## src/rtl/breath_duty_gen.sv

```systemverilog
// Triangle duty-profile generator for the breathing-LED PWM stage.
// Duty moves only on period_end so the PWM stage always sees a whole period at one value.
module breath_duty_gen #(
  parameter int DUTY_W           = 19,
  parameter int PERIOD           = 500000,
  parameter int DUTY_MIN         = 25000,
  parameter int DUTY_MAX         = 475000,
  parameter int STEP             = 25000,
  parameter int PERIODS_PER_STEP = 15,
  parameter int HOLD_PERIODS     = 10
) (
  input  logic              clk,
  input  logic              rst_n,
  input  logic              en,
  input  logic              period_end,
  output logic [DUTY_W-1:0] duty,
  output logic              duty_upd,
  output logic [2:0]        phase,
  output logic              cycle_done
);

  localparam logic [2:0] S_IDLE     = 3'd0;
  localparam logic [2:0] S_RISE     = 3'd1;
  localparam logic [2:0] S_HOLD_TOP = 3'd2;
  localparam logic [2:0] S_FALL     = 3'd3;
  localparam logic [2:0] S_HOLD_BOT = 3'd4;

  localparam int DW1    = DUTY_W + 1;
  localparam int PC_MAX = (PERIODS_PER_STEP > HOLD_PERIODS) ? PERIODS_PER_STEP : HOLD_PERIODS;
  localparam int PC_W   = $clog2(PC_MAX + 1);

  localparam logic [PC_W-1:0]   STEP_LAST = PC_W'(PERIODS_PER_STEP - 1);
  localparam logic [PC_W-1:0]   HOLD_LAST = PC_W'(HOLD_PERIODS - 1);
  localparam logic [DUTY_W-1:0] MIN_V     = DUTY_W'(DUTY_MIN);
  localparam logic [DUTY_W-1:0] MAX_V     = DUTY_W'(DUTY_MAX);
  localparam logic [DW1-1:0]    MAX_X     = DW1'(DUTY_MAX);
  localparam logic [DW1-1:0]    STEP_X    = DW1'(STEP);
  localparam logic [DW1-1:0]    FLOOR_X   = DW1'(DUTY_MIN + STEP);

  logic [2:0]      state;
  logic [PC_W-1:0] pc;
  logic [DW1-1:0]  duty_x;
  logic [DW1-1:0]  up_x;
  logic [DW1-1:0]  dn_x;

  // One extra bit so duty+STEP cannot wrap before the limit compare.
  assign duty_x = {1'b0, duty};
  assign up_x   = duty_x + STEP_X;
  assign dn_x   = duty_x - STEP_X;
  assign phase  = state;

  always_ff @(posedge clk or negedge rst_n) begin
    if (!rst_n) begin
      state      <= S_IDLE;
      duty       <= MIN_V;
      duty_upd   <= 1'b0;
      cycle_done <= 1'b0;
      pc         <= '0;
    end else begin
      duty_upd   <= 1'b0;
      cycle_done <= 1'b0;
      case (state)
        S_IDLE: begin
          duty <= MIN_V;
          if (en) begin
            state <= S_RISE;
            pc    <= '0;
          end
        end
        S_RISE: begin
          // Losing en beats a coincident step: fade from the current duty.
          if (!en) begin
            state <= S_FALL;
            pc    <= '0;
          end else if (period_end) begin
            if (pc == STEP_LAST) begin
              pc <= '0;
              if (up_x >= MAX_X) begin
                duty     <= MAX_V;
                duty_upd <= (duty != MAX_V);
                state    <= S_HOLD_TOP;
              end else begin
                duty     <= up_x[DUTY_W-1:0];
                duty_upd <= 1'b1;
              end
            end else begin
              pc <= pc + 1'b1;
            end
          end
        end
        S_HOLD_TOP: begin
          if (!en) begin
            state <= S_FALL;
            pc    <= '0;
          end else if (period_end) begin
            if (pc == HOLD_LAST) begin
              state <= S_FALL;
              pc    <= '0;
            end else begin
              pc <= pc + 1'b1;
            end
          end
        end
        S_FALL: begin
          if (period_end) begin
            if (pc == STEP_LAST) begin
              pc <= '0;
              if (duty_x <= FLOOR_X) begin
                duty     <= MIN_V;
                duty_upd <= (duty != MIN_V);
                state    <= S_HOLD_BOT;
              end else begin
                duty     <= dn_x[DUTY_W-1:0];
                duty_upd <= 1'b1;
              end
            end else begin
              pc <= pc + 1'b1;
            end
          end
        end
        S_HOLD_BOT: begin
          if (period_end) begin
            if (pc == HOLD_LAST) begin
              cycle_done <= 1'b1;
              state      <= en ? S_RISE : S_IDLE;
              pc         <= '0;
            end else begin
              pc <= pc + 1'b1;
            end
          end
        end
        default: begin
          state <= S_IDLE;
          duty  <= MIN_V;
          pc    <= '0;
        end
      endcase
    end
  end

  // Parameter sanity, simulation only.
  always @(posedge clk) begin
    param_legal: assert (DUTY_MIN >= 1 && DUTY_MIN < DUTY_MAX && DUTY_MAX <= PERIOD &&
                         (PERIOD >> DUTY_W) == 0 && STEP >= 1 &&
                         PERIODS_PER_STEP >= 1 && HOLD_PERIODS >= 1);
  end

endmodule

```

## config.mk

```make
export PLATFORM = sky130hd
export DESIGN_NAME = breath_duty_gen
export DESIGN_NICKNAME = d
export VERILOG_FILES = /design/src/rtl/breath_duty_gen.sv
export SDC_FILE = /design/constraint.sdc
export NUM_CORES = 1
export LEC_CHECK = 0
export BUFFER_PORTS_ARGS = -buffer_cell sky130_fd_sc_hd__buf_2
export CORE_MARGIN = 10
export CORE_UTILIZATION = 60
export DETAILED_ROUTE_END_ITERATION = 8
export PLACE_DENSITY_LB_ADDON = 0.2
export SYNTH_ARGS = -nofsm -noshare
export SYNTH_HDL_FRONTEND = slang
export SYNTH_SLANG_ARGS = --single-unit
```

## constraint.sdc

```tcl
create_clock -name clk -period 7.41 [get_ports clk]
set_input_delay 1.1115 -clock clk [delete_from_list [all_inputs] [get_ports clk]]
set_output_delay 1.1115 -clock clk [all_outputs]
set_load 0.02 [all_outputs]
```

==> results.yml <==
outcome:
  outcome: "finished, final reports clean"
timing:
  period_minus_slack_ps: 2740
  holdWs_ps: 560.0
  worst_pin_slew_ps: 762.1
  clock.fmax_mhz: 364.9
  skew_ps: 3.255
  slew_headroom_pct: 48.73
  setup_viol: 0
  worst_slack_ps: 4670
  rsz0062_at_grt: "false"
  slew_violations: 0
  period_share_pct: 36.98
  hold_viol_final: 0
  fin_setup_tns_ps: 0
finish:
  final_nets: 324
  area_growth_pct: 5.799
  register_area_um2: 633.1
  final_layout_size_suffix_gt1_share_pct: 14.74
  n_fill_cell: 342
  multiInputGateArea_mm2: 0.001501
  diodes: 0
min_path:
  hp-class: "flop to flop"
setup_path:
  cpPeakStageDelay_ps: 480
  cp.arrival_ps: 2900
  path_class: "flop to flop"
  cp_top_family: "compound AO/OA/AOI/OAI gates"
  slowest_stage: "dfrtp_1"
  endpoint_kind: "flop"
  crit_chain: "ha_1 -> o21a_1 -> o31ai_2 -> nand2_1 -> mux2i_1 -> a31oi_4 -> o211a_1 -> a211o_1"
  critPathRequiredTime_ps: 7570
  worst-path-buf-inv: 0
  cp_max_fo: 9
  start_kind: "flop"
floorplan:
  rows: 22
  initial_core_util_pct: 62.47
  pin_count: 28
  die_area_mm2: 0.006681
  core_mm2: 0.003661
  die_width_um: 81.74
  die_h_um: 81.74
detailed_routing:
  final_antenna_net_count: 0
  drcViolationCount: 0
  vias: 2453
  vias_per_cell: 6.814
  first_pass_iters: 7
  drt_iter0_markers: 356
  wl_um: 6250
  wire_per_inst_um: 17.36
global_route:
  grt_max_degree: 26
  grt_overflow_total: 0
  antenna_found_initial: 0
  first_global_vias: 2136
  grt_first_pass_wirelength_um: 10580
  grtUsageTotal_pct: 19.14
clocking:
  postCtsSetupRepairBufs: 0
  cts.sinks: 25
  htree_levels: 1
  clkTransAtPathRegs_ps: 90
  ctsResizeCount: 0
  cts_root_buf: "clkbuf_8"
  ctsLongestPathBuffers: 2
  holdBufCountCts: 0
  numCtsBuffers: 3
  clock_latency_ps: 270
  cts_tree: "built"
logic_synthesis:
  synth_seq_cells: 25
  syn-cell-area_mm2: 0.002287
  synth-edff-count: 0
  syn_inst: 308
  yosysSeqAreaShare_pct: 27.68
  synth_warnings: 0
  synth_cell_type_count: 67
  synth_ff_type: "dfrtp_1"
  synthArstFlopShare_pct: 100.0
  avgSynthCellArea_um2: 7.426
power_and_ir_drop:
  power.density_mw_per_mm2: 470.0
  fin_total_pwr_uw: 1137
  ir_worst_vdd_uv: 477.1
  leakagePower_uw: 0.001029
placed_design:
  gp_congestion: 0.9431
  place_hpwl_um: 4429
  port_buffers: 24
  pre_cts_ws_ps: 4536
flow_run:
  cap_violations: 0
==> state kept, by name (all words and copies together), names as in the netlist <==
signal      count
duty           16
cycle_done      1
duty_upd        1
pc              4
phase           3
==> through the flow <==
stage          cells  utilization (%)  instance area [µm²]
2_1_floorplan    310                -                 2295
3_3_place_gp     356            64.87                 2375
3_5_place_dp     356            64.87                 2375
4_1_cts          360            66.10                 2420
5_1_grt          360            66.10                 2420
6_report         360            66.10                 2420
==> layout by cell type, fill, tap and decap left out, types with 3 or more instances in the layout <==
| cell type | Yosys | layout |
|---|---|---|
| and4_1 | 3 | 3 |
| a31o_2 | 3 | 3 |
| nand2b_1 | 4 | 4 |
| dfrtp_1 | 19 | 19 |
| o21ai_0 | 23 | 23 |
| o41ai_1 | 3 | 3 |
| nand4_1 | 5 | 5 |
| mux2i_1 | 3 | 3 |
| o22a_1 | 3 | 3 |
| o221ai_1 | 3 | 3 |
| o21a_1 | 4 | 4 |
| inv_1 | 12 | 12 |
| or3_1 | 3 | 3 |
| and3_1 | 4 | 4 |
| nor2b_1 | 4 | 4 |
| a21oi_1 | 23 | 23 |
| o22ai_1 | 4 | 4 |
| nor4_1 | 3 | 3 |
| dfstp_2 | 6 | 6 |
| clkbuf_8 | 0 | 3 |
| conb_1 | 1 | 3 |
| nor3_1 | 11 | 10 |
| a211o_1 | 3 | 3 |
| nand3_1 | 8 | 8 |
| buf_2 | 3 | 24 |
| nand2_1 | 32 | 32 |
| a31oi_1 | 8 | 8 |
| ha_1 | 7 | 7 |
| o21ai_1 | 3 | 3 |
| nor2_1 | 33 | 33 |
==> per-layer routing <==
layer  routed length, µm  global-route usage [%]
met1                2770                   27.50
met2                2714                   28.29
met3                 690                   3.603
met4                  76                   5.612
met5                   0                       0
==> layout make-up <==
type / count / area share (%)
Tap cell: 48 / 2.482
Sequential cell: 25 / 26.16
Timing Repair Buffer: 26 / 5.584
Inverter: 12 / 1.861
Clock buffer: 4 / 1.861
Multi-Input combinational cell: 245 / 62.05
==> final timing paths <==
check / depth (start not counted) / to / slack, ps / startpoint
worst max-delay path: 8 / phase[1] / 4670 / duty[4]
max in group asynchronous: 1 / duty[7] / 6210 / rst_n
worst min-delay path: 2 / duty[14] / 560 / duty[14]
worst min register to register: 2 / duty[14] / 560 / duty[14]
min in group asynchronous: 1 / duty[9] / 830 / rst_n
worst max register to register: 8 / phase[1] / 4670 / duty[4]
==> Yosys cell counts, types with 2 or more instances <==
library cell / number / share of area [%]
a21oi_1: 23 / 5.0
nand4_1: 5 / 1.4
nand2_1: 32 / 5.3
mux2i_1: 3 / 1.3
xor2_1: 2 / 0.77
and3_1: 4 / 1.1
dfstp_2: 6 / 6.9
clkbuf_1: 21 / 3.4
buf_2: 3 / 0.66
or3_1: 3 / 0.82
a211o_1: 3 / 1.1
inv_1: 12 / 2.0
nor2b_1: 4 / 1.1
dfrtp_1: 19 / 21
nor3_1: 11 / 2.4
o31ai_1: 2 / 0.66
o32ai_1: 2 / 0.77
nand2b_1: 4 / 1.1
nand3_1: 8 / 1.8
o221ai_1: 3 / 1.1
a211oi_1: 2 / 0.66
o21ai_0: 23 / 5.0
nor4_1: 3 / 0.82
a31o_2: 3 / 1.1
o21a_1: 4 / 1.3
nor2_1: 33 / 5.4
buf_4: 3 / 0.98
or2_2: 2 / 0.55
nand3b_1: 2 / 0.66
o311ai_1: 2 / 0.77
and4_1: 3 / 1.1
o21ai_1: 3 / 0.66
ha_1: 7 / 3.8
o41ai_1: 3 / 1.1
a31oi_1: 8 / 2.2
o22ai_1: 4 / 1.1
o22a_1: 3 / 1.1
==> kinds of logic after synthesis <==
group                    after synthesis  share of synthesized area, %
flip-flops                            25                         27.68
adder cells (fa/ha/maj)                7                         3.829
XOR/XNOR                               3                         1.149
AND/OR/NAND/NOR                      122                         26.48
AO/OA/AOI/OAI                        107                         32.17
other                                  1                        0.1640
multiplexers                           3                         1.313
buffers and inverters                 40                         7.221
==> worst register-to-register path: stages, from the launching register on <==
cell and delay (ps):
dfrtp_1 480, ha_1 270, o21a_1 270, o31ai_2 360
nand2_1 200, mux2i_1 290, a31oi_4 230, o211a_1 280
a211o_1 260
==> power breakdown <==
part           switching, µW  internal [µW]  total, µW
registers                139            198        337
logic                    452            268        720
clock network           42.2           38.5       80.6
(Power assumes the default switching activity.)
